`src/rtl/uart_tx_drain.sv`:
```
// Drains words from a synchronous FIFO and serializes them onto a UART line.
// Optional even-parity bit is compiled in when PARITY_EN is defined.
module uart_tx_drain #(
  parameter int DATA_WIDTH   = 8,
  parameter int CLKS_PER_BIT = 16
) (
  input  logic                  clk,
  input  logic                  rst,
  input  logic                  tx_en,
  input  logic                  fifo_empty,
  input  logic [DATA_WIDTH-1:0] fifo_data,
  output logic                  fifo_rd_en,
  output logic                  tx,
  output logic                  busy,
  output logic                  frame_done
);

  localparam int CNT_W = (CLKS_PER_BIT > 1) ? $clog2(CLKS_PER_BIT) : 1;
  localparam int IDX_W = (DATA_WIDTH > 1) ? $clog2(DATA_WIDTH) : 1;
  localparam logic [CNT_W-1:0] CNT_LAST = CNT_W'(CLKS_PER_BIT - 1);
  localparam logic [CNT_W-1:0] CNT_PRE  = CNT_W'(CLKS_PER_BIT - 2);
  localparam logic [IDX_W-1:0] IDX_LAST = IDX_W'(DATA_WIDTH - 1);

  typedef enum logic [2:0] {
    IDLE, FETCH, LOAD, START, DATA,
`ifdef PARITY_EN
    PARITY,
`endif
    STOP
  } state_t;

  state_t                state_q, state_d;
  logic [CNT_W-1:0]      cnt_q, cnt_d;
  logic [IDX_W-1:0]      idx_q, idx_d;
  logic [DATA_WIDTH-1:0] shift_q, shift_d;
  logic                  tx_q, tx_d;
  logic                  rd_q, rd_d;
  logic                  busy_q, busy_d;
  logic                  done_q, done_d;
`ifdef PARITY_EN
  logic                  par_q, par_d;
`endif

  logic cnt_last;
  assign cnt_last = (cnt_q == CNT_LAST);

  always_comb begin
    state_d = state_q;
    cnt_d   = cnt_q;
    idx_d   = idx_q;
    shift_d = shift_q;
    tx_d    = tx_q;
    rd_d    = 1'b0;
    done_d  = 1'b0;
`ifdef PARITY_EN
    par_d   = par_q;
`endif
    case (state_q)
      IDLE: begin
        tx_d = 1'b1;
        if (tx_en && !fifo_empty) begin
          rd_d    = 1'b1;
          state_d = FETCH;
        end
      end
      // FIFO samples the read at the end of this cycle; data shows up in LOAD.
      FETCH: state_d = LOAD;
      LOAD: begin
        shift_d = fifo_data;
`ifdef PARITY_EN
        par_d   = ^fifo_data;
`endif
        tx_d    = 1'b0;
        cnt_d   = '0;
        state_d = START;
      end
      START: begin
        if (cnt_last) begin
          tx_d    = shift_q[0];
          shift_d = shift_q >> 1;
          idx_d   = '0;
          cnt_d   = '0;
          state_d = DATA;
        end else begin
          cnt_d = cnt_q + 1'b1;
        end
      end
      DATA: begin
        if (cnt_last) begin
          cnt_d = '0;
          if (idx_q == IDX_LAST) begin
`ifdef PARITY_EN
            tx_d    = par_q;
            state_d = PARITY;
`else
            tx_d    = 1'b1;
            state_d = STOP;
`endif
          end else begin
            tx_d    = shift_q[0];
            shift_d = shift_q >> 1;
            idx_d   = idx_q + 1'b1;
          end
        end else begin
          cnt_d = cnt_q + 1'b1;
        end
      end
`ifdef PARITY_EN
      PARITY: begin
        if (cnt_last) begin
          tx_d    = 1'b1;
          cnt_d   = '0;
          state_d = STOP;
        end else begin
          cnt_d = cnt_q + 1'b1;
        end
      end
`endif
      STOP: begin
        // Registered pulse: armed one cycle early so it lands on the last STOP cycle.
        done_d = (cnt_q == CNT_PRE);
        if (cnt_last) begin
          cnt_d   = '0;
          state_d = IDLE;
        end else begin
          cnt_d = cnt_q + 1'b1;
        end
      end
      default: begin
        tx_d    = 1'b1;
        cnt_d   = '0;
        state_d = IDLE;
      end
    endcase
    busy_d = (state_d != IDLE);
  end

  always_ff @(posedge clk or posedge rst) begin
    if (rst) begin
      state_q <= IDLE;
      cnt_q   <= '0;
      idx_q   <= '0;
      shift_q <= '0;
      tx_q    <= 1'b1;
      rd_q    <= 1'b0;
      busy_q  <= 1'b0;
      done_q  <= 1'b0;
`ifdef PARITY_EN
      par_q   <= 1'b0;
`endif
    end else begin
      state_q <= state_d;
      cnt_q   <= cnt_d;
      idx_q   <= idx_d;
      shift_q <= shift_d;
      tx_q    <= tx_d;
      rd_q    <= rd_d;
      busy_q  <= busy_d;
      done_q  <= done_d;
`ifdef PARITY_EN
      par_q   <= par_d;
`endif
    end
  end

  assign fifo_rd_en = rd_q;
  assign tx         = tx_q;
  assign busy       = busy_q;
  assign frame_done = done_q;

endmodule

```
`config.mk`:
```
export PLATFORM = sky130hd
export DESIGN_NAME = uart_tx_drain
export DESIGN_NICKNAME = d
export VERILOG_FILES = /design/src/rtl/uart_tx_drain.sv
export SDC_FILE = /design/constraint.sdc
export NUM_CORES = 1
export LEC_CHECK = 0
export ABC_AREA = 1
export CAP_MARGIN = 20
export CORE_AREA = 4 4 71 57
export CTS_CLUSTER_DIAMETER = 30
export DETAILED_ROUTE_END_ITERATION = 8
export DIE_AREA = 0 0 75 61
export PLACE_DENSITY = 0.59
export SLEW_MARGIN = 20
export SYNTH_ARGS = -nofsm -noshare
export SYNTH_HDL_FRONTEND = slang
export SYNTH_SLANG_ARGS = --single-unit
export TNS_END_PERCENT = 5
```
`constraint.sdc`:
```
create_clock -name clk -period 1.4 [get_ports clk]
set_clock_uncertainty 0.05 [all_clocks]
set_input_delay 0.28 -clock clk [delete_from_list [all_inputs] [get_ports clk]]
set_output_delay 0.28 -clock clk [all_outputs]
set_load 0.02 [all_outputs]
```
After elaboration in Yosys (flattened, before gate mapping) --
Index checks and enable logic that the tools add are counted.
Storage, ports and cells: bits in latches 0, memories kept 0, register bits after elaboration 22, bits in writable memories 0, memory bits (read-only) 0, output and inout bits 4
Cells by class: reductions and logical operators 12, magnitude comparators 0, mux-type cells 23, divide/modulo/power cells 0, shifts and indexed selects 0, add/sub/neg operators 2, $mul 0, bitwise operators 1, eq/ne operators 11
Operators by type and width (count):
- two-way mux 3 bit | 8
- two-way mux 8 bit | 3
- case mux 8 bit (3 select lines) | 1
- case mux 3 bit (6 select lines) | 1
- equality test 3 bit, second input constant | 3
- equality test 4 bit, second input constant | 2
- case mux 4 bit (2 select lines) | 1
- AND reduction 4 bit | 2
- equality test 3 x 2 -> 1 bit, second input constant | 2
- two-way mux 1 bit | 6
- != test 2 bit, second input constant | 3
- case mux 3 bit (2 select lines) | 1
- nonzero test 3 bit | 2
- adder 4 x 1 -> 4 bit, second input constant | 1
- two-way mux 4 bit | 1
- case mux 1 bit (4 select lines) | 1
- OR reduction 2 bit | 2
- adder 3 x 1 -> 3 bit, second input constant | 1
- equality test 3 x 1 -> 1 bit, second input constant | 1
- logical NOT 3 bit | 1
- AND reduction 3 bit | 1
- OR reduction 3 bit | 1
- nonzero test 2 bit | 1
- logical AND 1 bit | 1
- 2 further kinds | 2

Longest topological paths before layout --
Gate-level depths: netlist of the first run.
word-level depth 5, depth in mapped cells 8, depth with buffers taken out 7

Worst setup path after synthesis of the first run --
Ideal clock, no wire load.
path kind reg2reg, start point register cnt_q[1], end point register shift_q[0], arrival time 1.193 ns, library setup time 0.118 ns, stages on the path, launching flop included 7, slack 0.039 ns, cells stage by stage dfrtp_1 -> ha_1 -> nand3_1 -> nand3_1 -> nand3_1 -> nand2_1 -> nand2_1
On the way: cells in the longest elaborated chain, start to end 3, elaborated cells between the ends (all ways) 4, those cells by class eq/ne: 3; reduce/logical: 1
RTL lines:
- from (decl) | line 33 | logic [CNT_W-1:0] cnt_q, cnt_d;
- from (signal assigned) | line 153 | cnt_q <= cnt_d;
- equality test 4 bit (*) | line 45 | assign cnt_last = (cnt_q == CNT_LAST);
- != test 2 bit (no line)
- AND reduction 4 bit (no line) (*)
- to (signal assigned) | line 155 | shift_q <= shift_d;
- to (decl) | line 35 | logic [DATA_WIDTH-1:0] shift_q, shift_d;
Mark *: on every way between the ends. The rest lies on a longest branch, timed or not. A chain may end at the register's enable or synchronous reset.

Final worst setup path of the first run --
start point register idx_q[1], end point register idx_q[2]
On the way: cells in the longest elaborated chain, start to end 4, elaborated cells between the ends (all ways) 7, those cells by class add/sub: 1; eq/ne: 2; mux: 3; reduce/logical: 1
RTL lines:
- from (decl) | line 34 | logic [IDX_W-1:0] idx_q, idx_d;
- from (signal assigned) | line 154 | idx_q <= idx_d;
- adder 3 x 1 -> 3 bit | line 102 | idx_d = idx_q + 1'b1;
- two-way mux 3 bit | line 91 | if (idx_q == IDX_LAST) begin
- two-way mux 3 bit | line 89 | if (cnt_last) begin
- case mux 3 bit (2 select lines) | line 58 | case (state_q)
Parallel ways exist; a longest one is shown, timed or not. The select of a mux whose other input is x is not followed.

==> results of run 1 <==
-- cells by family (layout without fill, tap and decap cells) --
group	Yosys count	after routing	share of synthesized area [%]
xor+xnor	1	1	0.706
fa+ha+maj	4	4	4.04
buf+inv	17	62	5.85
simple gates	112	112	42.5
flops	22	22	44.5
compound gates	6	6	2.42
-- sequential cells by signal, summed over array words and instances (netlist names) --
signal	count
busy	1
cnt_q	4
fifo_rd_en	1
frame_done	1
idx_q	3
shift_q	8
state_q	3
tx	1
-- timing repair --
item	in CTS	in global routing
hold endpoints to repair	0	0
pin swaps	2	17
gates resized for setup	10	17
setup endpoints to repair	18	19
setup buffers	0	4
-- report_power, final --
group,internal [mW],leakage (nW),switching [mW]
Combinational,0.0421,0.664,0.0299
Clock,0.251,0.0288,0.209
Sequential,0.646,0.255,0.00565
-- worst min-delay path by stage --
stage | from | end | slack (ns) | cells after the start
3_5_place_dp | tx$_DFFE_PP1P_ | tx$_DFFE_PP1P_ | 0.41 | 2
5_1_grt | rst | shift_q[2]$_DFFE_PP0P_ | 0.32 | 3
4_1_cts | rst | shift_q[2]$_DFFE_PP0P_ | 0.31 | 3
2_1_floorplan | rst | busy$_DFF_PP0_ | 0.22 | 1
6_report | rst | shift_q[2]$_DFFE_PP0P_ | 0.31 | 3
3_3_place_gp | shift_q[5]$_DFFE_PP0P_ | shift_q[5]$_DFFE_PP0P_ | 0.40 | 2
-- Yosys cell counts --
| library cell | instances | area (µm²) |
|---|---|---|
| buf_6 | 1 | 11.3 |
| dfrtp_1 | 21 | 526 |
| nand3_1 | 21 | 105 |
| nand2_1 | 68 | 255 |
| nand2_2 | 2 | 12.5 |
| nand2_4 | 2 | 22.5 |
| nor2_2 | 1 | 6.26 |
| or2_1 | 1 | 6.26 |
| nand3_2 | 3 | 30.0 |
| nand3_4 | 1 | 17.5 |
| o21ai_0 | 1 | 5.00 |
| ha_1 | 4 | 50.1 |
| nor2_1 | 8 | 30.0 |
| nand4_1 | 1 | 6.26 |
| xor2_1 | 1 | 8.76 |
| dfstp_2 | 1 | 26.3 |
| inv_2 | 3 | 11.3 |
| nor2_4 | 2 | 22.5 |
| or2_2 | 2 | 12.5 |
| inv_1 | 12 | 45.0 |
| o21ai_1 | 5 | 25.0 |
| buf_2 | 1 | 5.00 |
-- stage by stage --
step	cell area [µm²]	setup TNS [ns]	utilization (%)
after floorplan	1240	0	-
after global placement	1630	-0.0607	49.9
after detailed placement	1630	-0.438	49.9
after CTS	1700	-0.146	52.0
after global routing	1800	-0.450	55.0
final	1800	0	55.0
-- layer usage --
metal	up-vias	global-route usage [%]	routed length, µm
met5	-	0	0
met4	0	4.06	11
met3	2	4.14	101
met2	20	22.1	1280
met1	537	19.5	1440
li1	599	-	-
-- worst min-delay path, cell delays in order --
cell	delay, ns
clkdlybuf4s50_1	0.40
inv_1	0.11
buf_12	0.19
-- area by class of cell --
class	count	area, µm²
Tap cell	40	50.0
Timing Repair Buffer	43	380
Inverter	15	56.3
Sequential cell	22	553
Clock buffer	4	55.1
Multi-Input combinational cell	123	701
Fill cell	308	1470
==> metrics.cfg, run 1 <==
[run_status]
status=finished, final reports clean

[setup_path]
path_buf_inv=1
cp-startpoint=idx_q[1]$_DFFE_PP0P_
path_class=flip-flop to flip-flop
path_delay_family=flip-flops
path_cells=ha_2, ha_4, nand3_4, buf_4, nand3_4, nand2_1, o21ai_1
slowest_stage=dfrtp_1
cp.arrival_ns=1.49
rr_startpoint=idx_q[1]$_DFFE_PP0P_
slowest_delay_ns=0.39
start_kind=flip-flop
endpoint=idx_q[2]$_DFFE_PP0P_
reg2reg_depth=7
crit_path_end_kind=flip-flop
r2r-end=idx_q[2]$_DFFE_PP0P_
critPathMaxFanout=6
required_ns=1.51
worst-path-stages=7
crit_top_cell=nand3_4
reg2reg_slack_ns=0.02

[pwr]
leakage_nw=0.947
fin_total_pwr_mw=1.18
power_density_mw_per_mm2=659
ir_drop_v=0.000628

[logic_synthesis]
yosysSeqAreaShare_pct=44.5
synth_warnings=0
netlist_area_mm2=0.00124
ys_ff_latch=22
synth.distinct_cells=22
synth_cells=162
syn_nets=178
syn_area_per_cell_um2=7.65

[floorplanning]
fp.dieH_um=61
core-area_mm2=0.00327
start_util_pct=38.0
rows=18
io_pins=16
fp.dieW_um=75
die-area_mm2=0.00458

[timing]
max_slew_margin_pct=85.0
min_period_ns=1.38
worst_pin_slew_ns=0.225
rsz0062_at_grt=yes
final_max_slew_viol_count=0
hold_viol=0
hold-worst-slack_ns=0.309
final.setup.worst_slack_ns=0.0168
finalSetupViolations=0
period_share_pct=98.8
max_clock_freq_mhz=723

[clocking]
clockBufferDepth=2
cts_root_buf=clkbuf_8
hold_buffers=0
htree_levels=1
tritoncts=done
path_clk_slew_ns=0.08
clock-sinks=22
clk_latency_ns=0.26
numCtsBuffers=3

[layout]
synthToLayoutAreaGrowth_pct=44.8
nNetsFinal=224
antennaDiodeCount=0
final_cell_mix=nand2_1, buf_4, dfrtp_1
final_common_cell=nand2_1
layout-drive-gt1-share_pct=30.4
fin_cells=247

[placed_design]
placement.io_buffers=15
place_congestion=0.889
dp_hpwl_um=2070
pre_cts_ws_ns=-0.0574
dp_cells=239

[route]
vias=1158
drt_iter0_drc=59
wl_per_cell_um=11.5
via_per_inst=4.69
drt_wl_total_um=2830
ant_nets=0
drc_errors=0
firstDrtPassIters=4

[grt]
grt_pass1_vias=1110
grt_first_pass_wirelength_um=4890
grt_use_total_pct=14.3
antenna_found_initial=0
grt_max_degree=23
grt_overflow_total=0

[min_path]
hp-class=primary input to async pin

[run]
drv_cap=0

No activity file was read; power rests on OpenSTA's default activity.
==> run 2, diff against run 1 <==
Settings changed: CTS_BUF_LIST set to sky130_fd_sc_hd__clkbuf_2.
==> metrics.cfg, run 2 (synthesized netlist as in run 1, its figures left out) <==
[placed_design]
dp_cells=239  ; unchanged
place_congestion=0.889  ; unchanged
dp_hpwl_um=2070  ; unchanged
place_area_mm2=0.00163  ; unchanged
placement.io_buffers=15  ; unchanged

[grt]
grt_first_pass_wirelength_um=4860  ; -0.57%
antenna_found_initial=0  ; unchanged
grt_pass1_vias=1111  ; +0.090%
grt_overflow_total=0  ; unchanged
grt_use_total_pct=14.1  ; -0.17 points
grt_max_degree=23  ; unchanged

[min_path]
hp-class=primary input to async pin

[layout]
reg_top3=shift_q x8, cnt_q x4
multi_input_area_um2=706  ; +0.71%
largest-register=shift_q
largest_reg_flops=8  ; unchanged
fin_cells=247  ; unchanged
layout-drive-gt1-share_pct=30.9  ; +0.48 points
seq_area_um2=553  ; unchanged
fillCellCount=311  ; +0.97%
final_common_cell=nand2_1
nNetsFinal=224  ; unchanged
antennaDiodeCount=0  ; unchanged
final_area_mm2=0.00176  ; -1.8%
final_cell_mix=nand2_1, buf_4, dfrtp_1
synthToLayoutAreaGrowth_pct=42.2

[timing]
finalSetupViolations=3  ; +3
hold_viol=0  ; unchanged
final.setup.worst_slack_ns=-0.0130  ; -0.0299 ns
worst_pin_slew_ns=0.256  ; +0.0315 ns
period_share_pct=101  ; +2.1 points
max_clock_freq_mhz=708  ; -2.1%
min_period_ns=1.41  ; +0.0299 ns
fin_setup_tns_ns=-0.0324  ; -0.0324 ns
hold-worst-slack_ns=0.195  ; -0.114 ns
final_max_slew_viol_count=0  ; unchanged
rsz0062_at_grt=yes
max_slew_margin_pct=82.9  ; -2.1 points

[run_status]
violations=setup timing
status=finished with violations

[pwr]
leakage_nw=0.931  ; -1.8%
fin_total_pwr_mw=0.986  ; -17%
ir_drop_v=0.000338  ; -46%
power_density_mw_per_mm2=560  ; -15%

[route]
wl_per_cell_um=11.5  ; +0.32%
routed-wl-met3_um=110  ; +8.9%
met2RoutedLength_um=1330  ; +3.7%
routed.top_layer=met4
vias=1161  ; +0.26%
ant_nets=0  ; unchanged
drt_wl_total_um=2840  ; +0.32%
via_per_inst=4.70  ; +0.26%
wl_met1_um=1380  ; -3.8%
drt_iter0_drc=80  ; +36%
firstDrtPassIters=4  ; unchanged
drc_errors=0  ; unchanged

[run]
drv_cap=0  ; unchanged

[setup_path]
start_kind=flip-flop
crit_path_end_kind=flip-flop
cp.arrival_ns=1.64  ; +0.15 ns
required_ns=1.63  ; +0.12 ns
critPathMaxFanout=8  ; +2
path_class=flip-flop to flip-flop

[clocking]
htree_levels=1  ; unchanged
cts_root_buf=clkbuf_2
hold_buffers=0  ; unchanged
path_clk_slew_ns=0.22  ; +0.14 ns
clk_latency_ns=0.34  ; +0.08 ns
numCtsBuffers=3  ; unchanged
clock-sinks=22  ; unchanged
clockBufferDepth=2  ; unchanged
tritoncts=done

[floorplanning]
rows=18  ; unchanged
fp.dieW_um=75  ; unchanged
io_pins=16  ; unchanged
die-area_mm2=0.00458  ; unchanged
start_util_pct=38.0  ; unchanged
core-area_mm2=0.00327  ; unchanged
fp.dieH_um=61  ; unchanged

[run 2: cell count changes in the layout (fill, tap and decap cells not counted), moves of 2 or more]
cell	previous run	this run
clkbuf_8	4	0
clkbuf_2	0	6
dlygate4sd2_1	3	0
nand2_2	4	2
buf_6	1	3
[run 2: final timing paths]
check,startpoint,end,slack (ns),cells past startpoint
setup reg to reg,idx_q[1]$_DFFE_PP0P_,shift_q[5]$_DFFE_PP0P_,-0.01,7
min in group clk,tx$_DFFE_PP1P_,tx$_DFFE_PP1P_,0.44,2
max in group asynchronous,rst,tx$_DFFE_PP1P_,0.89,3
setup / recovery,idx_q[1]$_DFFE_PP0P_,shift_q[5]$_DFFE_PP0P_,-0.01,7
hold reg to reg,tx$_DFFE_PP1P_,tx$_DFFE_PP1P_,0.44,2
hold / removal,rst,cnt_q[1]$_DFFE_PP0N_,0.19,3
[run 2: stage by stage]
stage	utilization (%)	setup slack, ns
4_1_cts	51.0	-0.0517
3_5_place_dp	49.9	-0.0574
2_1_floorplan	-	0.0387
6_report	54.0	-0.0130
5_1_grt	54.0	-0.0898
3_3_place_gp	49.9	-0.0298
[run 2: metal layers]
layer / up-vias / GRT usage (%)
li1: 604 / -
met1: 539 / 19.2
met2: 16 / 22.1
met3: 2 / 4.14
met5: - / 0
met4: 0 / 3.55
[run 2: report_power, final]
group          internal, mW  total [mW]  switching [mW]
registers             0.648       0.654         0.00616
logic                0.0438      0.0733          0.0295
clock network        0.0621       0.259           0.197
total                 0.754       0.986           0.233
[run 2: cell type report]
type                            instances  share of cell area, %
Clock buffer                            3                  0.852
Clock inverter                          1                  0.213
Inverter                               15                   3.19
Multi-Input combinational cell        123                   40.0
Sequential cell                        22                   31.4
Tap cell                               40                   2.84
Timing Repair Buffer                   43                   21.5
[run 2: what timing repair did]
item                                    in CTS  in global routing
pin swaps                                    2                 18
gates cloned                                 0                  0
endpoints found under the setup margin      18                 23
setup buffers                                0                  4
resized for setup                           15                 21
[run 2: critical path: stages, from the launching register on]
cell	delay, ns
dfrtp_1	0.44
ha_2	0.20
ha_4	0.17
nand3_4	0.10
nand2_4	0.06
nor2_4	0.20
nand2_1	0.08
nand2_1	0.07
